`src/rtl/fx_cmd_sequencer.sv`:
```
// Byte-stream front end for the clipping effect: splits RX bytes into samples and
// escaped config commands, runs each sample through the effect and hands it to TX.
module fx_cmd_sequencer #(
    parameter int CLK_FREQ       = 50_000_000,
    parameter int DEFAULT_CLIP   = 200,
    parameter int FX_LATENCY     = 1,
    parameter int TIMEOUT_CYCLES = CLK_FREQ / 1000
) (
    input  logic       i_clk,
    input  logic       i_rst,
    input  logic       i_rx_valid,
    input  logic [7:0] i_rx_byte,
    output logic       o_fx_valid,
    output logic [7:0] o_fx_byte,
    output logic       o_clip_en,
    output logic [7:0] o_clip_level,
    input  logic [7:0] i_fx_byte,
    output logic       o_tx_start,
    output logic [7:0] o_tx_byte,
    input  logic       i_tx_busy,
    output logic       o_overrun,
    output logic       o_cmd_err,
    output logic       o_busy
);

    localparam int TW = (TIMEOUT_CYCLES > 1) ? $clog2(TIMEOUT_CYCLES) : 1;
    localparam int LW = $clog2(FX_LATENCY + 1);
    localparam logic [TW-1:0] TO_LAST  = TW'(TIMEOUT_CYCLES - 1);
    localparam logic [LW-1:0] LAT_LAST = LW'(FX_LATENCY);

    typedef enum logic [2:0] {
        ST_IDLE    = 3'd0,
        ST_ESC     = 3'd1,
        ST_ARG     = 3'd2,
        ST_WAIT_FX = 3'd3,
        ST_SEND    = 3'd4
    } state_t;

    state_t        state_q, state_d;
    logic          fx_valid_q, fx_valid_d;
    logic [7:0]    fx_byte_q, fx_byte_d;
    logic          clip_en_q, clip_en_d;
    logic [7:0]    clip_level_q, clip_level_d;
    logic [7:0]    tx_byte_q, tx_byte_d;
    logic          overrun_q, overrun_d;
    logic          cmd_err_q, cmd_err_d;
    logic [1:0]    opcode_q, opcode_d;
    logic [TW-1:0] to_cnt_q, to_cnt_d;
    logic [LW-1:0] lat_cnt_q, lat_cnt_d;
    logic          tx_start_s;
    logic          timeout_s;

    // State and datapath registers with synchronous reset
    always_ff @(posedge i_clk) begin
        if (i_rst) begin
            state_q      <= ST_IDLE;
            fx_valid_q   <= 1'b0;
            fx_byte_q    <= 8'h00;
            clip_en_q    <= 1'b1;
            clip_level_q <= 8'(DEFAULT_CLIP);
            tx_byte_q    <= 8'h00;
            overrun_q    <= 1'b0;
            cmd_err_q    <= 1'b0;
            opcode_q     <= 2'd0;
            to_cnt_q     <= '0;
            lat_cnt_q    <= '0;
        end else begin
            state_q      <= state_d;
            fx_valid_q   <= fx_valid_d;
            fx_byte_q    <= fx_byte_d;
            clip_en_q    <= clip_en_d;
            clip_level_q <= clip_level_d;
            tx_byte_q    <= tx_byte_d;
            overrun_q    <= overrun_d;
            cmd_err_q    <= cmd_err_d;
            opcode_q     <= opcode_d;
            to_cnt_q     <= to_cnt_d;
            lat_cnt_q    <= lat_cnt_d;
        end
    end

    // Next-state logic: parser, effect sequencing and TX handshake
    always_comb begin
        state_d      = state_q;
        fx_valid_d   = 1'b0;
        fx_byte_d    = fx_byte_q;
        clip_en_d    = clip_en_q;
        clip_level_d = clip_level_q;
        tx_byte_d    = tx_byte_q;
        overrun_d    = overrun_q;
        cmd_err_d    = cmd_err_q;
        opcode_d     = opcode_q;
        to_cnt_d     = to_cnt_q;
        lat_cnt_d    = lat_cnt_q;
        tx_start_s   = (state_q == ST_SEND) && !i_tx_busy;
        timeout_s    = (to_cnt_q == TO_LAST);

        case (state_q)
            ST_IDLE: begin
                if (i_rx_valid) begin
                    if (i_rx_byte == 8'hFF) begin
                        state_d  = ST_ESC;
                        to_cnt_d = '0;
                    end else begin
                        fx_byte_d  = i_rx_byte;
                        fx_valid_d = 1'b1;
                        lat_cnt_d  = '0;
                        state_d    = ST_WAIT_FX;
                    end
                end else begin
                    state_d = ST_IDLE;
                end
            end
            ST_ESC: begin
                if (i_rx_valid) begin
                    to_cnt_d = '0;
                    case (i_rx_byte)
                        8'hFF: begin
                            fx_byte_d  = 8'hFF;
                            fx_valid_d = 1'b1;
                            lat_cnt_d  = '0;
                            state_d    = ST_WAIT_FX;
                        end
                        8'h01, 8'h02: begin
                            opcode_d = i_rx_byte[1:0];
                            state_d  = ST_ARG;
                        end
                        8'h03: begin
                            overrun_d = 1'b0;
                            cmd_err_d = 1'b0;
                            state_d   = ST_IDLE;
                        end
                        default: begin
                            cmd_err_d = 1'b1;
                            state_d   = ST_IDLE;
                        end
                    endcase
                end else if (timeout_s) begin
                    cmd_err_d = 1'b1;
                    state_d   = ST_IDLE;
                end else begin
                    to_cnt_d = to_cnt_q + TW'(1);
                end
            end
            ST_ARG: begin
                if (i_rx_valid) begin
                    to_cnt_d = '0;
                    state_d  = ST_IDLE;
                    if (opcode_q == 2'd1) begin
                        clip_en_d = i_rx_byte[0];
                    end else begin
                        clip_level_d = i_rx_byte;
                    end
                end else if (timeout_s) begin
                    cmd_err_d = 1'b1;
                    state_d   = ST_IDLE;
                end else begin
                    to_cnt_d = to_cnt_q + TW'(1);
                end
            end
            ST_WAIT_FX: begin
                overrun_d = overrun_q | i_rx_valid;
                // lat_cnt_q == 0 is the o_fx_valid cycle; effect output is valid FX_LATENCY later
                if (lat_cnt_q == LAT_LAST) begin
                    tx_byte_d = clip_en_q ? i_fx_byte : fx_byte_q;
                    state_d   = ST_SEND;
                end else begin
                    lat_cnt_d = lat_cnt_q + LW'(1);
                end
            end
            ST_SEND: begin
                overrun_d = overrun_q | i_rx_valid;
                if (tx_start_s) begin
                    state_d = ST_IDLE;
                end else begin
                    state_d = ST_SEND;
                end
            end
            default: begin
                state_d = ST_IDLE;
            end
        endcase
    end

    assign o_fx_valid   = fx_valid_q;
    assign o_fx_byte    = fx_byte_q;
    assign o_clip_en    = clip_en_q;
    assign o_clip_level = clip_level_q;
    assign o_tx_byte    = tx_byte_q;
    assign o_overrun    = overrun_q;
    assign o_cmd_err    = cmd_err_q;
    assign o_busy       = (state_q != ST_IDLE);
    // Start is combinational on busy; masked so a reset in SEND never launches a byte
    assign o_tx_start   = tx_start_s && !i_rst;

endmodule

```
`config.mk`:
```
export PLATFORM = sky130hd
export DESIGN_NAME = fx_cmd_sequencer
export DESIGN_NICKNAME = d
export VERILOG_FILES = /design/src/rtl/fx_cmd_sequencer.sv
export SDC_FILE = /design/constraint.sdc
export NUM_CORES = 1
export LEC_CHECK = 0
export BUFFER_PORTS_ARGS = -buffer_cell sky130_fd_sc_hd__buf_2
export CELL_PAD_IN_SITES_DETAIL_PLACEMENT = 1
export CELL_PAD_IN_SITES_GLOBAL_PLACEMENT = 2
export CORE_AREA = 3 3 92 94
export DETAILED_ROUTE_END_ITERATION = 7
export DIE_AREA = 0 0 95 97
export PLACE_DENSITY_LB_ADDON = 0.1
export SLEW_MARGIN = 10
export SYNTH_ARGS = -nofsm -noshare
export SYNTH_HDL_FRONTEND = slang
export SYNTH_SLANG_ARGS = --single-unit
```
`constraint.sdc`:
```
create_clock -name i_clk -period 2.8 [get_ports i_clk]
set_input_delay 0 -clock i_clk [delete_from_list [all_inputs] [get_ports i_clk]]
set_output_delay 0 -clock i_clk [all_outputs]
set_load 0.005 [all_outputs]
```
# [Word-level counts from Yosys, hierarchy flattened]
# Cells that the tools add are included.
[word_totals] ff_bits=50 in_bits=20 output_inout_bits=30 elab_cells=98
[classes] n_bitwise=2 reduce_logical=24 eq_ne=20 n_addsub=2 n_mux=39
[op_table] cell="$mux 16" n=4
[op_table] cell="$mux 8" n=5
[op_table] cell="$pmux 16 s2" n=1
[op_table] cell="$mux 3" n=6
[op_table] cell="$add 16x1->16 const B" n=1
[op_table] cell="$eq 16x16->1 const B" n=1
[op_table] cell="$eq 8x2->1 const B" n=2
[op_table] cell="$pmux 8 s2" n=1
[op_table] cell="$pmux 3 s5" n=1
[op_table] cell="$reduce_and 3->1" n=5
[op_table] cell="$mux 1" n=14
[op_table] cell="$ne 2x2->1 const B" n=7
[op_table] cell="$reduce_and 5->1" n=2
[op_table] cell="$eq 8x1->1 const B" n=1
[op_table] cell="$eq 8x8->1 const B" n=1
[op_table] cell="$pmux 1 s2" n=4
[op_table] cell="$reduce_bool 2->1" n=4
[op_table] cell="$eq 3x2->1 const B" n=2
[op_table] cell="$ne 3x3->1 const B" n=2
[op_table] cell="$reduce_bool 3->1" n=2
[op_table] cell="$reduce_or 2->1" n=3
[op_table] cell="$pmux 2 s2" n=1
[op_table] cell="$reduce_and 4->1" n=1
[op_table] cell="$eq 3x1->1 const B" n=1
[op_table] cell="13 further kinds" n=15

# [Logic depth before layout (Yosys ltp)]
[logic_depth] depth_word=5 mapped_depth=8 depth_no_buf=6

# [Worst setup path after synthesis]
# Ideal clock, no wire load.
[synth_path] path_type="reg-to-reg" start="reg state_q[0]" end="reg fx_byte_q[3], in the netlist o_fx_byte[3]" setup_time_ns=0.086 setup_slack_ns=0.630 arrival_time_ns=2.085 path_buffers=3 required_time_ns=2.714 path_stages_with_launch=9 period_less_slack_ns=2.170 path_cell_list="dfxtp_1 > clkbuf_8 > nor3b_1 > clkbuf_1 > ha_1 > nor3_1 > clkbuf_1 > nor2_1 > a211oi_1"
[synth_between] elab_chain_len=3 elab_cells_between_ends=9 cone_classes="eq/ne (5); mux (1); reduce/logical (3)"
[synth_lines] item="from (decl)" line="39" text="state_t state_q, state_d;"
[synth_lines] item="from (signal assigned)" line="68" text="state_q <= state_d;"
[synth_lines] item="$eq 3x1->1 / $logic_not 3->1 (equally long branches)" line="98" text="case (state_q)"
[synth_lines] item="$ne 2x2->1 (no line) / $reduce_bool 2->1 (equally long branches)"
[synth_lines] item="$reduce_and 5->1 (no line)"
[synth_lines] item="to (signal assigned)" line="70" text="fx_byte_q <= fx_byte_d;"
[synth_lines] item="to (decl)" line="41" text="logic [7:0] fx_byte_q, fx_byte_d;"
# Parallel ways exist; a longest one is shown, timed or not.
# A chain may end at the register's enable or synchronous reset.

# [Worst setup path after layout]
[layout_path] start="reg to_cnt_q[12]" end="reg to_cnt_q[2]"
[layout_between] elab_chain_len=3
[layout_lines] item="from (decl)" line="48" text="logic [TW-1:0] to_cnt_q, to_cnt_d;"
[layout_lines] item="from (signal assigned)" line="77" text="to_cnt_q <= to_cnt_d;"
[layout_lines] item="$eq 16x16->1" line="96" text="timeout_s = (to_cnt_q == TO_LAST);"
[layout_lines] item="$ne 3x3->1 (no line)"
[layout_lines] item="$reduce_and 4->1 (no line)"
# Every way passes these cells.

==> run metrics <==
CP Capture Type flop; CTS clock-pin slew for the worst setup and hold paths 0.10 ns; Tmin final 2.389 ns; met2 Use GR 22.89%; DIE HEIGHT 97 um; # fillers 958; NumNets Final between 300 and 400; DRC 0; DR WL/cell 15.46 um; ratio of cells with drive above 1 in the final layout about a quarter; flop and latch count out of synthesis 50; mean post-synth cell area between 8 and 9 um^2; Die Width 95 um; PD cells 524.9 nW/um^2; number of synthesized flops with an enable pin 0; Syn Nets 308; GR met1 Demand/Resource 21.66%; Final Cycle Share between 80% and 90%; GRT Resource Usage Total 15.19%; busiest grt layer met2; Register Area ~1000 um^2; CTS Hold Bufs 4; Routed Antenna Nets 0; PostCTS Resize Cnt 0; Startpoint Class flop; DP Worst Slack 0.4200 ns; CP Data Required Time 3.01 ns; Std-Cell Rows 32; peak supply drop 222.7 uV; first-pass GRT wire length 11270 um; Post-CTS Setup Bufs 0; diode count 0; Core Area roughly 7700 um^2; WS Path Type reg2reg; most frequent cells in the layout dfxtp_1, buf_2, nor2_1; initial antenna violation count 0; Final Cell Area just under 3000 um^2; Cells after DPL between 400 and 500; Critical Path AT 2.60 ns; area post-placement ~2800 um^2; grt met3 use 2.877%; Total Wirelength 6771 um; Layout area overhead 16.77%; outcome finished, final reports clean; H-tree depth 2; post-synthesis sequential area ratio 39.68%; Final Non-Filler Cells 438; Slew @ Worst Pin roughly 0.57 ns; CTS tree done; number of DRC markers in iteration 0 74; Port Buffers between 40 and 50; Worst Skew 0.008534 ns; CTS root buffer clkbuf_8; drt pass-1 iters 4; Die ar. about 9200 um^2; RePlAce Congestion between 0.7 and 0.8; Vias 2274; final hold violation count 0; cts bufs inserted 5; Yosys warnings 0; I/O pin count 50; fmax 418.5 MHz; slew margin rel. 61.55%; Synth Flop Type dfxtp_1; peak fanout along the critical path 12; Pleak 1.215 nW; Setup TNS 0 ns; hold crit path type in2reg; Clock Latency Late Sink 0.31 ns; vias in the first global route 2221; Final Setup Violations 0; mapped cell area 2522 um^2; cells after synthesis 286; pin count of the biggest net entering global routing 27; drt via density 5.192; clock sink count 50; Congestion Overflow GR 0; synth unique cells 60; Max-Cap Viols 0; commonest non-fill, non-tap cell in the layout dfxtp_1; Synth async-reset ratio 0%; Final WS setup between 0.4 and 0.5 ns; Post-DP HPWL about 5000 um; Initial Util 32.64%; Max Buffers Root-to-Sink 2; multi-input logic area between 1000 and 1500 um^2; RSZ-0062 raised after global routing false; max-slew violations 0
[metal layers]
layer  vias up  wire length [um]
met5         -                 0
met4         0                87
met1      1078              3470
met2        36              2974
met3         7               239
li1       1153                 -
[logic make-up (layout without fill, tap and decap cells)]
family	after synthesis	after routing	synth area share, %
simple gates	117	117	23.81
compound gates	73	73	21.08
flops	50	50	39.68
buf+inv	26	76	7.391
mux	16	16	6.349
fa+ha+maj	2	2	0.9919
xor+xnor	2	2	0.6946
[worst max-delay path, cell delays in order (launching register included)]
cell	delay [ns]
dfxtp_1	0.38
or4b_1	0.53
or4_4	0.60
o211ai_2	0.49
nor3b_1	0.11
o21a_1	0.18
[metrics by stage]
stage          hold slack (ns)  util [%]  total power, mW
5_1_grt                0.01935     38.12            1.631
6_report               0.02078     38.12            1.546
2_1_floorplan          0.03646         -           0.9560
3_3_place_gp            0.2439     36.14            1.032
4_1_cts                0.01824     38.12            1.573
3_5_place_dp            0.2457     36.14            1.036
[worst paths after layout]
path / startpoint / end / slack, ns / cells after the start
worst max-delay path: to_cnt_q[12] / to_cnt_q[2] / 0.41 / 5
worst min-delay path: i_fx_byte[5] / o_tx_byte[5] / 0.02 / 3
worst max register to register: to_cnt_q[12] / to_cnt_q[2] / 0.41 / 5
worst min register to register: o_clip_level[3] / o_clip_level[3] / 0.49 / 1
[state kept, by name (all words and copies together), names as in the netlist]
signal,flops
lat_cnt_q,1
o_clip_en,1
o_clip_level,8
o_cmd_err,1
o_fx_byte,8
o_fx_valid,1
o_overrun,1
o_tx_byte,8
opcode_q,2
state_q,3
to_cnt_q,16
[cell type report]
cell class	count	share of cell area (%)
Clock buffer	5	2.336
Timing Repair Buffer	59	11.21
Inverter	9	1.147
Sequential cell	50	33.98
Tap cell	102	4.333
Clock inverter	3	1.487
Multi-Input combinational cell	210	45.50
[power breakdown]
part           internal (mW)  total (mW)  switching [mW]
registers              0.742       0.771          0.0292
clock network          0.268       0.528           0.260
logic                  0.103       0.247           0.144
total                   1.11        1.55           0.433
[synth_stat cells (all sizes together) (2+ instances only)]
master | instances | area share (%)
dfxtp | 50 | 40
nor2 | 45 | 6.7
a211oi | 19 | 5.7
mux2i | 16 | 6.3
nand2 | 14 | 2.1
a21oi | 11 | 2.2
clkbuf | 11 | 3.2
nand3 | 11 | 2.2
inv | 9 | 1.3
nor3 | 9 | 1.8
o21ai | 8 | 1.6
a31oi | 6 | 1.5
nand2b | 6 | 1.5
nand4 | 6 | 1.5
a21boi | 5 | 1.6
buf | 5 | 1.5
or3 | 4 | 1.1
a211o | 3 | 1.0
a311oi | 3 | 1.0
nor3b | 3 | 0.89
o31ai | 3 | 1.1
or3b | 3 | 1.0
a21o | 2 | 0.60
a41oi | 2 | 0.69
and2 | 2 | 0.55
and3 | 2 | 0.50
ha | 2 | 0.99
o211ai | 2 | 0.79
o311ai | 2 | 0.69
or2 | 2 | 0.50
or4 | 2 | 0.79
or4b | 2 | 0.79
(Power assumes the default switching activity.)
